===== src/rtl/fb_pkg.sv =====
// Shared frame-buffer types and helpers for the SRAM display path.
package fb_pkg;

    localparam int H_RES     = 800;
    localparam int V_RES     = 600;
    localparam int FB_ADDR_W = 19;

    // One queued frame-buffer write: linear word address plus 24-bit colour.
    typedef struct packed {
        logic [FB_ADDR_W-1:0] addr;
        logic [23:0]          rgb;
    } fb_pix_t;

    typedef enum logic [1:0] {
        RUN,
        DRAIN,
        WAIT_VB
    } fbw_state_e;

    // Linear address y*h_res + x. The 800-wide case is y*512 + y*256 + y*32 + x,
    // which keeps the adder tree free of a hard multiplier.
    function automatic logic [FB_ADDR_W-1:0] fb_linear_addr(
        input logic [9:0]  x,
        input logic [9:0]  y,
        input int unsigned h_res
    );
        logic [FB_ADDR_W-1:0] xw;
        logic [FB_ADDR_W-1:0] yw;
        xw = {{(FB_ADDR_W-10){1'b0}}, x};
        yw = {{(FB_ADDR_W-10){1'b0}}, y};
        if (h_res == 32'd800) begin
            return (yw << 9) + (yw << 8) + (yw << 5) + xw;
        end
        return FB_ADDR_W'(yw * FB_ADDR_W'(h_res)) + xw;
    endfunction

endpackage


===== src/rtl/sync_fifo.sv =====
// Show-ahead synchronous FIFO with occupancy count; shared by SRAM clients.
module sync_fifo #(
    parameter  int WIDTH = 8,
    parameter  int DEPTH = 8,
    localparam int AW    = $clog2(DEPTH),
    localparam int CW    = AW + 1
) (
    input  logic             clk_in,
    input  logic             reset_btn,
    input  logic             push,
    input  logic [WIDTH-1:0] push_data,
    input  logic             pop,
    output logic [WIDTH-1:0] pop_data,
    output logic [CW-1:0]    count,
    output logic             full,
    output logic             empty
);

    logic [WIDTH-1:0] mem_q [DEPTH];
    logic [AW-1:0]    wr_ptr_q, wr_ptr_d;
    logic [AW-1:0]    rd_ptr_q, rd_ptr_d;
    logic [CW-1:0]    count_q, count_d;

    // Pointer and occupancy update; push and pop together leave count unchanged.
    always_comb begin
        // NOTE: every variable gets a default first so no path leaves it unassigned (no latch).
        wr_ptr_d = wr_ptr_q;
        rd_ptr_d = rd_ptr_q;
        count_d  = count_q;
        if (push) wr_ptr_d = wr_ptr_q + AW'(1);
        if (pop)  rd_ptr_d = rd_ptr_q + AW'(1);
        case ({push, pop})
            2'b10:   count_d = count_q + CW'(1);
            2'b01:   count_d = count_q - CW'(1);
            default: count_d = count_q;
        endcase
    end

    // Control registers; asynchronous reset empties the FIFO immediately.
    always_ff @(posedge clk_in or posedge reset_btn) begin
        // NOTE: non-blocking assignments so every flop samples pre-edge values.
        if (reset_btn) begin
            wr_ptr_q <= '0;
            rd_ptr_q <= '0;
            count_q  <= '0;
        end else begin
            wr_ptr_q <= wr_ptr_d;
            rd_ptr_q <= rd_ptr_d;
            count_q  <= count_d;
        end
    end

    // Storage array; contents are only ever read behind a non-empty count.
    always_ff @(posedge clk_in) begin
        // NOTE: storage is deliberately not reset; empty gates every read, so a reset buys nothing.
        if (push) mem_q[wr_ptr_q] <= push_data;
    end

    assign pop_data = mem_q[rd_ptr_q];
    assign count    = count_q;
    assign full     = (count_q == CW'(DEPTH));
    assign empty    = (count_q == '0);

    a_no_push_full: assert property (@(posedge clk_in) disable iff (reset_btn) !(push && full));
    a_no_pop_empty: assert property (@(posedge clk_in) disable iff (reset_btn) !(pop && empty));

endmodule


===== src/rtl/fb_pixel_writer.sv =====
// Frame-buffer write side: pixel -> address, FIFO to SRAM port, vblank-aligned buffer swap.
module fb_pixel_writer
    import fb_pkg::*;
#(
    parameter int H_RES      = fb_pkg::H_RES,
    parameter int V_RES      = fb_pkg::V_RES,
    parameter int FIFO_DEPTH = 8
) (
    input  logic                 clk_in,
    input  logic                 reset_btn,
    input  logic                 pix_valid,
    output logic                 pix_ready,
    input  logic [9:0]           pix_x,
    input  logic [9:0]           pix_y,
    input  logic [23:0]          pix_rgb,
    input  logic                 pix_last,
    input  logic                 vblank,
    output logic                 wr_req,
    input  logic                 wr_grant,
    output logic [FB_ADDR_W-1:0] wr_addr,
    output logic [31:0]          wr_data,
    output logic                 wr_addr_offset,
    output logic                 rd_addr_offset,
    output logic                 frame_done,
    output logic                 drop
);

    localparam int              CW      = $clog2(FIFO_DEPTH) + 1;
    localparam logic [10:0]     X_LIM   = 11'(H_RES);
    localparam logic [10:0]     Y_LIM   = 11'(V_RES);
    localparam logic [CW-1:0]   DEPTH_C = CW'(FIFO_DEPTH);

    fbw_state_e state_q, state_d;
    logic       ready_en_q, ready_en_d;
    logic       s1_valid_q, s1_valid_d;
    logic       s1_ok_q, s1_ok_d;
    fb_pix_t    s1_pix_q, s1_pix_d;
    logic       wr_off_q, wr_off_d;
    logic       frame_done_q, frame_done_d;

    logic          hs;
    logic          push;
    logic          pop;
    logic          drain_done;
    logic [CW-1:0] occ;
    logic [CW-1:0] fifo_count;
    logic          fifo_full;
    logic          fifo_empty;
    fb_pix_t       head;

    // Handshake and flow control: stage-1 plus FIFO may never exceed the FIFO depth.
    assign hs         = pix_valid && pix_ready;
    assign occ        = fifo_count + CW'(s1_valid_q);
    assign pix_ready  = ready_en_q && (state_q == RUN) && (occ < DEPTH_C);
    assign push       = s1_valid_q && s1_ok_q;
    assign pop        = wr_req && wr_grant;
    assign drop       = s1_valid_q && !s1_ok_q;
    // Last entry leaving this cycle counts as drained so the swap can follow one cycle later.
    assign drain_done = !s1_valid_q && (fifo_empty || ((fifo_count == CW'(1)) && pop));

    // Stage-1 capture: address, colour and range check of each accepted pixel.
    always_comb begin
        s1_valid_d = hs;
        s1_ok_d    = s1_ok_q;
        s1_pix_d   = s1_pix_q;
        if (hs) begin
            s1_ok_d       = ({1'b0, pix_x} < X_LIM) && ({1'b0, pix_y} < Y_LIM);
            s1_pix_d.addr = fb_linear_addr(pix_x, pix_y, H_RES);
            s1_pix_d.rgb  = pix_rgb;
        end
    end

    // Frame sequencing: stop accepting after the last pixel, drain, then swap in vblank.
    always_comb begin
        state_d      = state_q;
        wr_off_d     = wr_off_q;
        frame_done_d = 1'b0;
        ready_en_d   = 1'b1;
        unique case (state_q)
            RUN: begin
                if (hs && pix_last) state_d = DRAIN;
            end
            DRAIN: begin
                if (drain_done) state_d = WAIT_VB;
            end
            WAIT_VB: begin
                if (vblank) begin
                    wr_off_d     = !wr_off_q;
                    frame_done_d = 1'b1;
                    state_d      = RUN;
                end
            end
            default: state_d = RUN;
        endcase
    end

    // State registers; reset discards any pending swap and restores the buffer halves.
    always_ff @(posedge clk_in or posedge reset_btn) begin
        if (reset_btn) begin
            state_q      <= RUN;
            ready_en_q   <= 1'b0;
            s1_valid_q   <= 1'b0;
            s1_ok_q      <= 1'b0;
            s1_pix_q     <= '0;
            wr_off_q     <= 1'b1;
            frame_done_q <= 1'b0;
        end else begin
            state_q      <= state_d;
            ready_en_q   <= ready_en_d;
            s1_valid_q   <= s1_valid_d;
            s1_ok_q      <= s1_ok_d;
            s1_pix_q     <= s1_pix_d;
            wr_off_q     <= wr_off_d;
            frame_done_q <= frame_done_d;
        end
    end

    sync_fifo #(
        .WIDTH ($bits(fb_pix_t)),
        .DEPTH (FIFO_DEPTH)
    ) u_fifo (
        .clk_in    (clk_in),
        .reset_btn (reset_btn),
        .push      (push),
        .push_data (s1_pix_q),
        .pop       (pop),
        .pop_data  (head),
        .count     (fifo_count),
        .full      (fifo_full),
        .empty     (fifo_empty)
    );

    // Write port is driven from the FIFO head and held at zero while idle.
    assign wr_req         = !fifo_empty;
    assign wr_addr        = wr_req ? head.addr : '0;
    assign wr_data        = wr_req ? {8'h00, head.rgb} : 32'h0;
    assign wr_addr_offset = wr_off_q;
    assign rd_addr_offset = ~wr_off_q;
    assign frame_done     = frame_done_q;

endmodule

===== config.mk =====
export PLATFORM = sky130hd
export DESIGN_NAME = fb_pixel_writer
export DESIGN_NICKNAME = d
export VERILOG_FILES = /design/src/rtl/fb_pkg.sv /design/src/rtl/sync_fifo.sv /design/src/rtl/fb_pixel_writer.sv
export SDC_FILE = /design/constraint.sdc
export NUM_CORES = 1
export LEC_CHECK = 0
export ABC_AREA = 1
export BUFFER_PORTS_ARGS = -buffer_cell sky130_fd_sc_hd__buf_2
export CAP_MARGIN = 20
export CORE_MARGIN = 1
export CORE_UTILIZATION = 50
export CTS_BUF_LIST = sky130_fd_sc_hd__clkbuf_4
export DETAILED_ROUTE_END_ITERATION = 7
export PLACE_DENSITY_LB_ADDON = 0.08
export SLEW_MARGIN = 10
export SYNTH_ARGS = -nofsm -noshare
export SYNTH_HDL_FRONTEND = slang
export SYNTH_SLANG_ARGS = --single-unit
export TNS_END_PERCENT = 5

===== constraint.sdc =====
create_clock -name clk_in -period 3.7 [get_ports clk_in]
set_input_delay 0.185 -clock clk_in [delete_from_list [all_inputs] [get_ports clk_in]]
set_output_delay 0.185 -clock clk_in [all_outputs]
set_load 0.005 [all_outputs]

### Word level (Yosys, flattened, before mapping)

Memory sizes are Yosys's and may differ from the RTL's.
Cells that the tools add are included.

* add/sub/neg operators: 9
* multipliers: 1
* divide/modulo/power cells: 0
* magnitude comparators: 3
* equal/unequal tests: 8
* shift operators: 0
* mux-type cells: 13
* bitwise gates (word level): 1
* reductions and logical operators: 20

Operators by type and width (count)
* $add A19 B10 Y19: 2
* $mux W19: 2
* $mux W24: 1
* $lt A10 B10 Y1 const B: 2
* $add A19 B15 Y19: 1
* $add A19 B18 Y19: 1
* $mul A10 B5 Y14 const B: 1
* $logic_and A1 B1 Y1: 10
* $pmux W4 S2: 1
* $add A3 B1 Y3 const B: 2
* $mux W2: 3
* $pmux W2 S3: 1
* $mux W1: 5
* $add A4 B1 Y4: 1
* $add A4 B1 Y4 const B: 1
* $eq A2 B1 Y1 const B: 2
* $eq A2 B2 Y1 const B: 2
* $eq A4 B1 Y1 const B: 1
* $logic_not A1 Y1: 4
* $logic_not A4 Y1: 1
* $lt A4 B4 Y1 const B: 1
* $ne A2 B2 Y1 const B: 2
* $sub A4 B1 Y4 const B: 1
* $reduce_and A3 Y1: 1
* 6 further kinds: 6

* flip-flop bits (word level): 60
* bits in latches: 0
* RAM bits: 344
* ROM bits: 0
* output and inout bits: 57
* word-level logic and storage cells: 67
* memories: 1

Memories
* u_fifo.mem_q: words 8, width 43, rd ports 1, clocked after Yosys merged registers in 0, write ports 1, line sync_fifo.sv:19 `logic [WIDTH-1:0] mem_q [DEPTH];`

### Logic depth before layout (Yosys ltp)

Gate-level depths: netlist of the first run.

* depth in word-level cells: 8
* gate-level depth with buffers: 14
* gate-level depth less buffers: 14

### Modules after synthesis

From an unflattened synthesis of the first run, not the netlist that was laid out.

* cells, all modules: 1639
* area, all modules: 17573.1 sq um

Modules (own cells, without submodules)
* sync_fifo: times used 1, cells an instance 1133, area an instance 14023.4 sq um, seq. area each 10580.1 sq um
* fb_pixel_writer: times used 1, cells an instance 506, area an instance 3549.7 sq um, seq. area each 1252.5 sq um

### Worst setup path before layout of the first run

OpenSTA, ideal clock, no wires.

* path type: flip-flop to flip-flop
* start: register s1_valid_q
* end: memory u_fifo.mem_q[0][0] in the netlist's numbering, enable pin
* arrival time: 2575 ps
* data required time: 3257 ps
* setup slack: 681 ps
* cell stages (with the launch flop): 4
* path buffers: 0
* period minus slack after synthesis: 3019 ps
* cells stage by stage: dfrtp_1 nand2_1 or2_2 nor2_1

* cells in the longest elaborated chain, start to end: 3

RTL lines
* from (decl): line fb_pixel_writer.sv:35 `logic s1_valid_q, s1_valid_d;`
* from (signal assigned): line fb_pixel_writer.sv:110 `s1_valid_q <= s1_valid_d;`
* $logic_and A1 B1 Y1: line fb_pixel_writer.sv:55 `assign push = s1_valid_q && s1_ok_q;`
* $mux W1: line sync_fifo.sv:56 `if (push) mem_q[wr_ptr_q] <= push_data;`
* $mux W1 (not written as such): line sync_fifo.sv:56
* to (decl): line sync_fifo.sv:19

No other way between the ends.

### Final worst setup path of the first run

* start: register u_fifo.rd_ptr_q[1]
* end: output wr_addr[11]

* cells in the longest elaborated chain, start to end: 2

RTL lines
* from (decl): line sync_fifo.sv:21 `logic [AW-1:0] rd_ptr_q, rd_ptr_d;`
* from (signal assigned): line sync_fifo.sv:48 `rd_ptr_q <= rd_ptr_d;`
* $mem_v2 Z8 W43
* $mux W19: line fb_pixel_writer.sv:135 `assign wr_addr = wr_req ? head.addr : '0;`
* to (decl): line fb_pixel_writer.sv:20 `output logic [FB_ADDR_W-1:0] wr_addr,`

No other way between the ends.

==> results of run 1 <==
## routing by layer
layer | track usage, % | vias to the layer above
met5 | 0 | -
met4 | 8.656 | 0
met3 | 4.402 | 66
met2 | 39.07 | 318
met1 | 32.29 | 5593
li1 | - | 5530
## synth_stat cells, drive strengths merged, types with 9 or more instances
library cell,instances,share of area [%]
o21ai,227,6.7
clkbuf,50,1.1
edfxtp,344,61
nand3,16,0.47
inv,76,1.7
o22ai,86,3.2
nor2,282,6.3
buf,35,1.3
a21oi,9,0.27
ha,38,2.8
fa,9,1.1
dfrtp,59,8.7
nand2,182,4.0
## sequential cells by signal, indices dropped and copies added, names as in the netlist
name and flops:
u_fifo.rd_ptr_q 3, s1_pix_q 43, state_q 2, s1_ok_q 1, u_fifo.wr_ptr_q 3, frame_done 1
ready_en_q 1, s1_valid_q 1, wr_addr_offset 1, u_fifo.mem_q 344, u_fifo.count 4
## area by class of cell
type | count | area (um2) | area share, %
well taps | 448 | 560.5 | 2.827
inverters | 76 | 287.8 | 1.451
repair buffers | 171 | 1234 | 6.222
multi-input cells | 885 | 4507 | 22.73
flip-flops and latches | 404 | 11840 | 59.70
clock buffers | 162 | 1216 | 6.133
diodes | 2 | 5.005 | 0.02524
clock inverters | 30 | 180.2 | 0.9086
## cells by family (layout without fill, tap and decap cells)
| family | Yosys count | count (layout) | synth area share (%) |
|---|---|---|---|
| adder cells (fa/ha/maj) | 47 | 47 | 3.869 |
| AO/OA/AOI/OAI | 326 | 326 | 10.34 |
| other | 2 | 11 | 0.04432 |
| AND/OR/NAND/NOR | 490 | 490 | 11.16 |
| flip-flops | 404 | 404 | 69.83 |
| XOR/XNOR | 13 | 13 | 0.6719 |
| buffers and inverters | 161 | 439 | 4.083 |
## final timing paths
path | start | to | slack [ns] | cells past startpoint
max | u_fifo.rd_ptr_q[1] | wr_addr[11] | 0.63 | 6
min | pix_y[2] | s1_pix_q[31] | 0.07 | 6
max reg2reg | u_fifo.count[0] | state_q[0] | 1.31 | 8
min reg2reg | u_fifo.count[3] | u_fifo.count[3] | 0.53 | 2
max in group asynchronous | reset_btn | s1_pix_q[29] | 2.42 | 5
min in group asynchronous | reset_btn | state_q[1] | 0.53 | 4
## tightest hold or removal path: stages
cell,delay (ns)
buf_2,0.09
ha_1,0.12
ha_1,0.13
ha_1,0.13
nand2_1,0.05
nand2_1,0.05
## power groups by stage
stage | Sequential, mW | Combinational, mW | Clock (mW)
after global placement | 6.45 | 4.53 | 0
after CTS | 6.38 | 4.67 | 4.01
after global routing | 6.46 | 5.26 | 4.22
after floorplan | 6.26 | 3.01 | 0
final | 6.38 | 4.63 | 3.90
after detailed placement | 6.47 | 4.58 | 0
## through the flow
step                      instances  setup slack (ns)  hold WS, ns  cell area (um2)  utilization, %
after global routing           2178            0.3443      0.07469            19830           59.28
after floorplan                1450            0.6812       0.2775            16970               -
after global placement         1935             1.137       0.3781            17930           53.60
after detailed placement       1935             1.121       0.3828            17930           53.60
after CTS                      2174            0.5424      0.01199            19790           59.18
final                          2178            0.6275      0.07290            19830           59.28
==> out/qor.yml, run 1 <==
critPathLaunchType: "register"
die_h_um: 186.1
core-area_um2: 33450
grt_pass1_wl_mm: 62.13
pwr-share-clk_pct: 26.2
vdd_drop_max_v: 0.0006451
switching_share_pct: 35.86
synth_edf_count: 344
cpMaxStageDelayCell: "buf_4"
dr_wl_met2_mm: 19.24
path_cells: "buf_4, o21ai_0, o22ai_1, nor2_1, nor2_1, buf_2"
drive_above_1_share_pct: 18.11
power.switching_mw: 5.348
grtUsageTotal_pct: 24.00
wl_mm: 39.79
h-tree-depth: 3
drt-pass1-iter-count: 8
status: "finished clean"
drt_iter0_markers: 754
setup_viol: 0
period_share_pct: 83.04
crit_family: "buffers and inverters"
cpPeakStageDelay_ns: 0.79
cts-hold-fix-buffers: 47
post_drt_via_cell_ratio: 5.283
cts_buffers: 103
grt_setup_unrepaired: "false"
nets: 1738
wl_met1_mm: 17.79
grt_max_degree: 175
grt.overflow.total: 0
postRouteAntennaNets: 0
cp_common_cell: "nor2_1"
die_w_um: 186.1
critPathKind: "reg -> out"
maxSlewHeadroom_pct: 28.66
first_global_vias: 11390
dr_wl_met3_mm: 1.993
post_cts.repair.setup_buffers: 0
io_pins: 107
fill_cells: 2806
clk_latency_ns: 0.77
final_common_cell: "edfxtp_1"
async_flop_share_pct: 14.85
mappedNetlistArea_um2: 16950
hold_path.class: "in -> reg"
gp_congestion: 0.7588
crit_path_end_kind: "output port"
maxCapViolations: 0
cellPowerDensity_nw_per_um2: 752.0
die-area_um2: 34630
synth-seq-cells: 404
worst_ep_required_time_ns: 3.51
num_rows: 67
synthCells: 1443
tns_ns: 0
report.final.hold_viol_count: 0
final_cell_mix: "344 x edfxtp_1, 273 x nor2_1, 203 x o21ai_0"
dpl.hpwl_mm: 19.45
yosysSeqAreaShare_pct: 69.83
power_mw: 14.91
path_clk_slew_ns: 0.06
clockBufferDepth: 3
power_frac_comb_pct: 31.1
num_vias: 11510
antenna_found_initial: 2
yosysWarnings: 0
numPortBuffers: 98
cts_tree: "done"
cts_sinks: 404
routed.top_layer: "met4"
drc: 0
seq_power_share_pct: 42.8
synth_ff_type: "edfxtp_1"
worst_pin_slew_ns: 1.070
intPower_mw: 9.564
clock-root-buffer: "clkbuf_4"
synth_cell_types: 34
ctsResizeCount: 0
critPathMaxFanout: 87
p_leak_nw: 7.727
min_period_ns: 3.073
avgSynthCellArea_um2: 11.74
avgRoutedWirePerCell_um: 18.27
timing.critical_path.buf_inv: 2
max_freq_mhz: 325.5
start_util_pct: 50.66
worstPathArrival_ns: 2.89
syn_to_final_growth_pct: 17.02
drv_slew: 0
clock-skew-final_ns: 0.05772
Power figures use the tool's default switching activity.
==> run 2: changes to the inputs <==
clock period = 2.7 ns   (was 3.7 ns; I/O delays follow)
==> run 2 against run 1 <==
  * Sequential power grew 38%
  * First-iteration DRC count grew 4.6%
  * Sequential share of layout area shrank 1.4 points
  * Clock-buffer cell count grew 7
  * Worst setup slack lost 0.50 ns
  * Core utilization grew 1.4 points
  * Cell area grew 2.4%
  * Die area is the same
  * Power grew 41%
  * Largest cell class unchanged
  * Largest power group unchanged
==> out/qor.yml, run 2 (same netlist as run 1, synthesis figures left out) <==
status: "finished clean"
clock-root-buffer: "clkbuf_4"
grt_pass1_wl_mm: 62.93
core-area_um2: 33450
wl_mm: 40.89
num_vias: 11690
path_clk_slew_ns: 0.06
max_freq_mhz: 389.1
grt_setup_unrepaired: "true"
drive_above_1_share_pct: 19.26
num_rows: 67
clock-skew-final_ns: 0.05005
first_global_vias: 11440
grt.overflow.total: 0
regMostFlops: "u_fifo.mem_q"
period_share_pct: 95.19
pwr-share-clk_pct: 24.5
report.final.hold_viol_count: 0
worstPathArrival_ns: 2.44
post_drt_via_cell_ratio: 5.306
path_cells: "inv_1, ha_1, inv_1, nor2_2, inv_2, buf_12, buf_16, o21ai_1, nor2_1, buf_2"
hold_path.class: "in -> reg"
die-area_um2: 34630
cp_common_cell: "inv_1"
final_cell_mix: "344 x edfxtp_1, 268 x nor2_1, 203 x o21ai_0"
place_area_um2: 18120
cpMaxStageDelayCell: "dfrtp_2"
setup_viol: 0
critPathMaxFanout: 22
min_period_ns: 2.570
cellPowerDensity_nw_per_um2: 1036
critPathLaunchType: "register"
drt-pass1-iter-count: 5
grtUsageTotal_pct: 24.54
crit_family: "buffers and inverters"
nets: 1766
h-tree-depth: 3
die_w_um: 186.1
worst_ep_required_time_ns: 2.57
cts_tree: "done"
vdd_drop_max_v: 0.0005755
power_frac_comb_pct: 33.6
drt_iter0_markers: 789
final_common_cell: "edfxtp_1"
intPower_mw: 13.56
gp_congestion: 0.7986
numPortBuffers: 98
worst_pin_slew_ns: 0.6192
post-route-util_pct: 60.72
maxCapViolations: 0
io_pins: 107
switching_share_pct: 35.57
place_worst_setup_slack_ns: 0.2020
largest_reg_flops: 344
fin_area_um2: 20310
timing.critical_path.buf_inv: 6
antenna_found_initial: 1
grt_max_degree: 61
syn_to_final_growth_pct: 19.86
drv_slew: 0
maxSlewHeadroom_pct: 58.72
avgRoutedWirePerCell_um: 18.55
crit_path_end_kind: "output port"
drc: 0
cpPeakStageDelay_ns: 0.41
critPathKind: "reg -> out"
dpl.hpwl_mm: 20.84
start_util_pct: 50.66
cts_buffers: 103
clk_latency_ns: 0.75
p_leak_nw: 7.977
clockBufferDepth: 3
cts_sinks: 404
worst_slack_ns: 0.1299
power.switching_mw: 7.484
die_h_um: 186.1
seq_power_share_pct: 41.9
postRouteAntennaNets: 0
## run 2: area by class of cell
class / instances / area [um2]
Clock buffer: 169 / 1269
Timing Repair Buffer: 199 / 1743
Fill cell: 2752 / 13140
Sequential cell: 404 / 11840
Inverter: 76 / 292.8
Antenna cell: 1 / 2.502
Tap cell: 448 / 560.5
Multi-Input combinational cell: 885 / 4519
Clock inverter: 22 / 82.58
## run 2: power by group through the flow
stage | Sequential (mW) | Clock (mW) | Combinational (mW)
after floorplan | 8.57 | 0 | 4.12
after global placement | 8.94 | 0 | 6.32
after detailed placement | 8.97 | 0 | 6.39
after CTS | 8.80 | 5.29 | 7.11
after global routing | 8.91 | 5.62 | 7.93
final | 8.81 | 5.16 | 7.07
## run 2: routing by layer
layer / track usage, % / vias up / part of all wire [%]
met5: 0 / - / 0
li1: - / 5595 / -
met3: 4.852 / 62 / 5.8
met4: 8.656 / 0 / 1.9
met2: 40.84 / 356 / 49
met1: 32.06 / 5681 / 43
## run 2: path summary, 6_finish.rpt
kind,from,to,slack [ns],cells after the start
worst max-delay path,u_fifo.count[0],wr_data[0],0.13,10
worst min-delay path,pix_valid,s1_valid_q,0.08,4
worst max register to register,u_fifo.count[0],s1_pix_q[11],0.38,8
worst min register to register,u_fifo.count[3],u_fifo.count[3],0.52,2
max in group asynchronous,reset_btn,s1_pix_q[13],1.74,5
min in group asynchronous,reset_btn,s1_pix_q[4],0.58,5
## run 2: through the flow
stage          std cells  total power, mW  setup TNS, ns  hold slack (ns)
6_report            2204            21.04              0          0.07916
5_1_grt             2204            22.47        -0.5600          0.04040
4_1_cts             2203            21.20              0          0.02958
3_5_place_dp        1943            15.36              0           0.2627
3_3_place_gp        1943            15.26              0           0.2560
2_1_floorplan       1450            12.69         -86.77           0.2275
## run 2: repair_timing
| action | in CTS | in global routing |
|---|---|---|
| gates resized for setup | 11 | 5 |
| cloned | 4 | 0 |
| setup buffers | 6 | 0 |
| pin swaps | 1 | 3 |
| setup endpoints to repair | 27 | 34 |
| hold buffers | 59 | 0 |
| hold endpoints to repair | 101 | 0 |
## run 2: worst register-to-register path, stage by stage (launching register included)
cell and delay (ns):
dfrtp_2 0.41, nand3_1 0.13, o21ai_1 0.14, nand3_1 0.15
nor2_4 0.13, buf_4 0.51, nand2_1 0.15, nand2_1 0.09
dlygate4sd3_1 0.54
==> run 3: changes to the inputs <==
RECOVER_POWER = 100   (was unset)
==> run 3 against run 2 <==
  * Combinational power about the same
  * Sequential share of layout area about the same
  * Largest cell class unchanged
  * Cell count unchanged
  * Cell area about the same
  * Register-to-register slack about the same
  * Clock power about the same
  * Flip-flop and latch count unchanged
==> out/qor.yml, run 3 (same netlist as run 1, synthesis figures left out) <==
status: "finished clean"
regMostFlops: "u_fifo.mem_q"
max_freq_mhz: 388.6
worst_ep_required_time_ns: 2.57
switching_share_pct: 35.57
numPortBuffers: 98
crit_path_end_kind: "output port"
wl_met1_mm: 17.76
drc: 0
pwr-share-clk_pct: 24.5
fin_area_um2: 20310
path_clk_slew_ns: 0.06
reg2reg_from: "u_fifo.count[0]"
intPower_mw: 13.55
timing.critical_path.buf_inv: 5
period_share_pct: 95.32
hold_depth: 4
grt_max_degree: 61
critPathLaunchType: "register"
seq_power_share_pct: 41.9
drive_above_1_share_pct: 19.09
place_area_um2: 18120
post-route-util_pct: 60.72
nets: 1766
routed.top_layer: "met4"
r2r-end: "s1_pix_q[11]"
dr_wl_met3_mm: 2.363
cpPeakStageDelay_ns: 0.41
critPathKind: "reg -> out"
hold_end: "s1_valid_q"
grt_pass1_wl_mm: 62.93
gp_congestion: 0.7986
avgRoutedWirePerCell_um: 18.54
dp_cells: 1943
num_vias: 11710
cpMaxStageDelayCell: "dfrtp_2"
clk_latency_ns: 0.75
worstPathArrival_ns: 2.44
cellPowerDensity_nw_per_um2: 1036
start_util_pct: 50.66
report.final.hold_viol_count: 0
clockBufferDepth: 3
drv_slew: 0
grtUsageTotal_pct: 24.54
post_drt_via_cell_ratio: 5.314
die-area_um2: 34630
min_from: "pix_valid"
maxSlewHeadroom_pct: 54.72
postRouteAntennaNets: 0
cts_buffers: 103
min_period_ns: 2.574
cts_tree: "done"
io_pins: 107
worst_pin_slew_ns: 0.6792
setup_viol: 0
path_cells: "inv_1, ha_1, inv_1, nor2_2, inv_2, bufbuf_16, o21ai_0, nor2_1, buf_2"
syn_to_final_growth_pct: 19.85
tns_ns: 0
largest_reg_flops: 344
worstSetupStartpoint: "u_fifo.count[0]"
critPathMaxFanout: 11
antenna_found_initial: 1
hold_path.class: "in -> reg"
clock-root-buffer: "clkbuf_4"
maxCapViolations: 0
drt_iter0_markers: 789
p_leak_nw: 7.973
h-tree-depth: 3
regToRegSetupSlack_ns: 0.38
cp_common_cell: "inv_1"
power.switching_mw: 7.483
final_common_cell: "edfxtp_1"
reg2reg_depth: 8
die_h_um: 186.1
core-area_um2: 33450
die_w_um: 186.1
num_rows: 67
wl_mm: 40.86
clock-skew-final_ns: 0.04970
power_mw: 21.04
grt_setup_unrepaired: "true"
first_global_vias: 11440
crit_family: "buffers and inverters"
grt.overflow.total: 0
final_cell_mix: "344 x edfxtp_1, 268 x nor2_1, 203 x o21ai_0"
drt-pass1-iter-count: 5
dr_wl_met2_mm: 19.94
dpl.hpwl_mm: 20.84
power_frac_comb_pct: 33.6
cts_sinks: 404
vdd_drop_max_v: 0.0005762
fin_cells: 2204
run 3: cell type report:
cell class	count	area, um2
fillers	2753	13140
flip-flops and latches	404	11840
multi-input cells	885	4519
repair buffers	199	1742
clock buffers	169	1269
well taps	448	560.5
inverters	76	292.8
clock inverters	22	82.58
diodes	1	2.502
run 3: power by group through the flow:
stage               Sequential, mW  Combinational (mW)  Clock, mW
floorplan                     8.57                4.12          0
global placement              8.94                6.32          0
detailed placement            8.97                6.39          0
CTS                           8.80                7.11       5.29
global route                  8.91                7.93       5.62
finish                        8.81                7.07       5.16
run 3: through the flow:
step / worst slack, ns / hold slack [ns]
5_1_grt: -0.07377 / 0.04040
6_report: 0.1263 / 0.07928
2_1_floorplan: -0.3188 / 0.2275
3_5_place_dp: 0.2020 / 0.2627
3_3_place_gp: 0.2318 / 0.2560
4_1_cts: 0.03125 / 0.02958
run 3: repair_timing:
item,in CTS,in global routing
setup endpoints to repair,27,34
setup buffers,6,0
pin swaps,1,3
endpoints found under the hold margin,101,0
gates cloned,4,0
hold buffers,59,0
gates resized for setup,11,5
run 3: how the worst max path moves through the flow:
stage | endpoint | slack (ns) | cells past startpoint
6_report | wr_data[8] | 0.13 | 9
5_1_grt | wr_addr[17] | -0.07 | 9
4_1_cts | wr_addr[14] | 0.03 | 9
3_5_place_dp | s1_pix_q[38] | 0.20 | 13
3_3_place_gp | s1_pix_q[38] | 0.23 | 13
2_1_floorplan | u_fifo.mem_q[0][0] | -0.32 | 3
run 3: routing by layer:
layer | track usage (%) | vias to the layer above
li1 | - | 5594
met1 | 32.06 | 5695
met2 | 40.84 | 356
met3 | 4.852 | 66
met4 | 8.656 | 0
met5 | 0 | -
run 3: tightest hold or removal path, stage by stage:
cell and delay [ns]:
buf_2 0.09, inv_1 0.08, nor2_4 0.05, buf_4 0.31
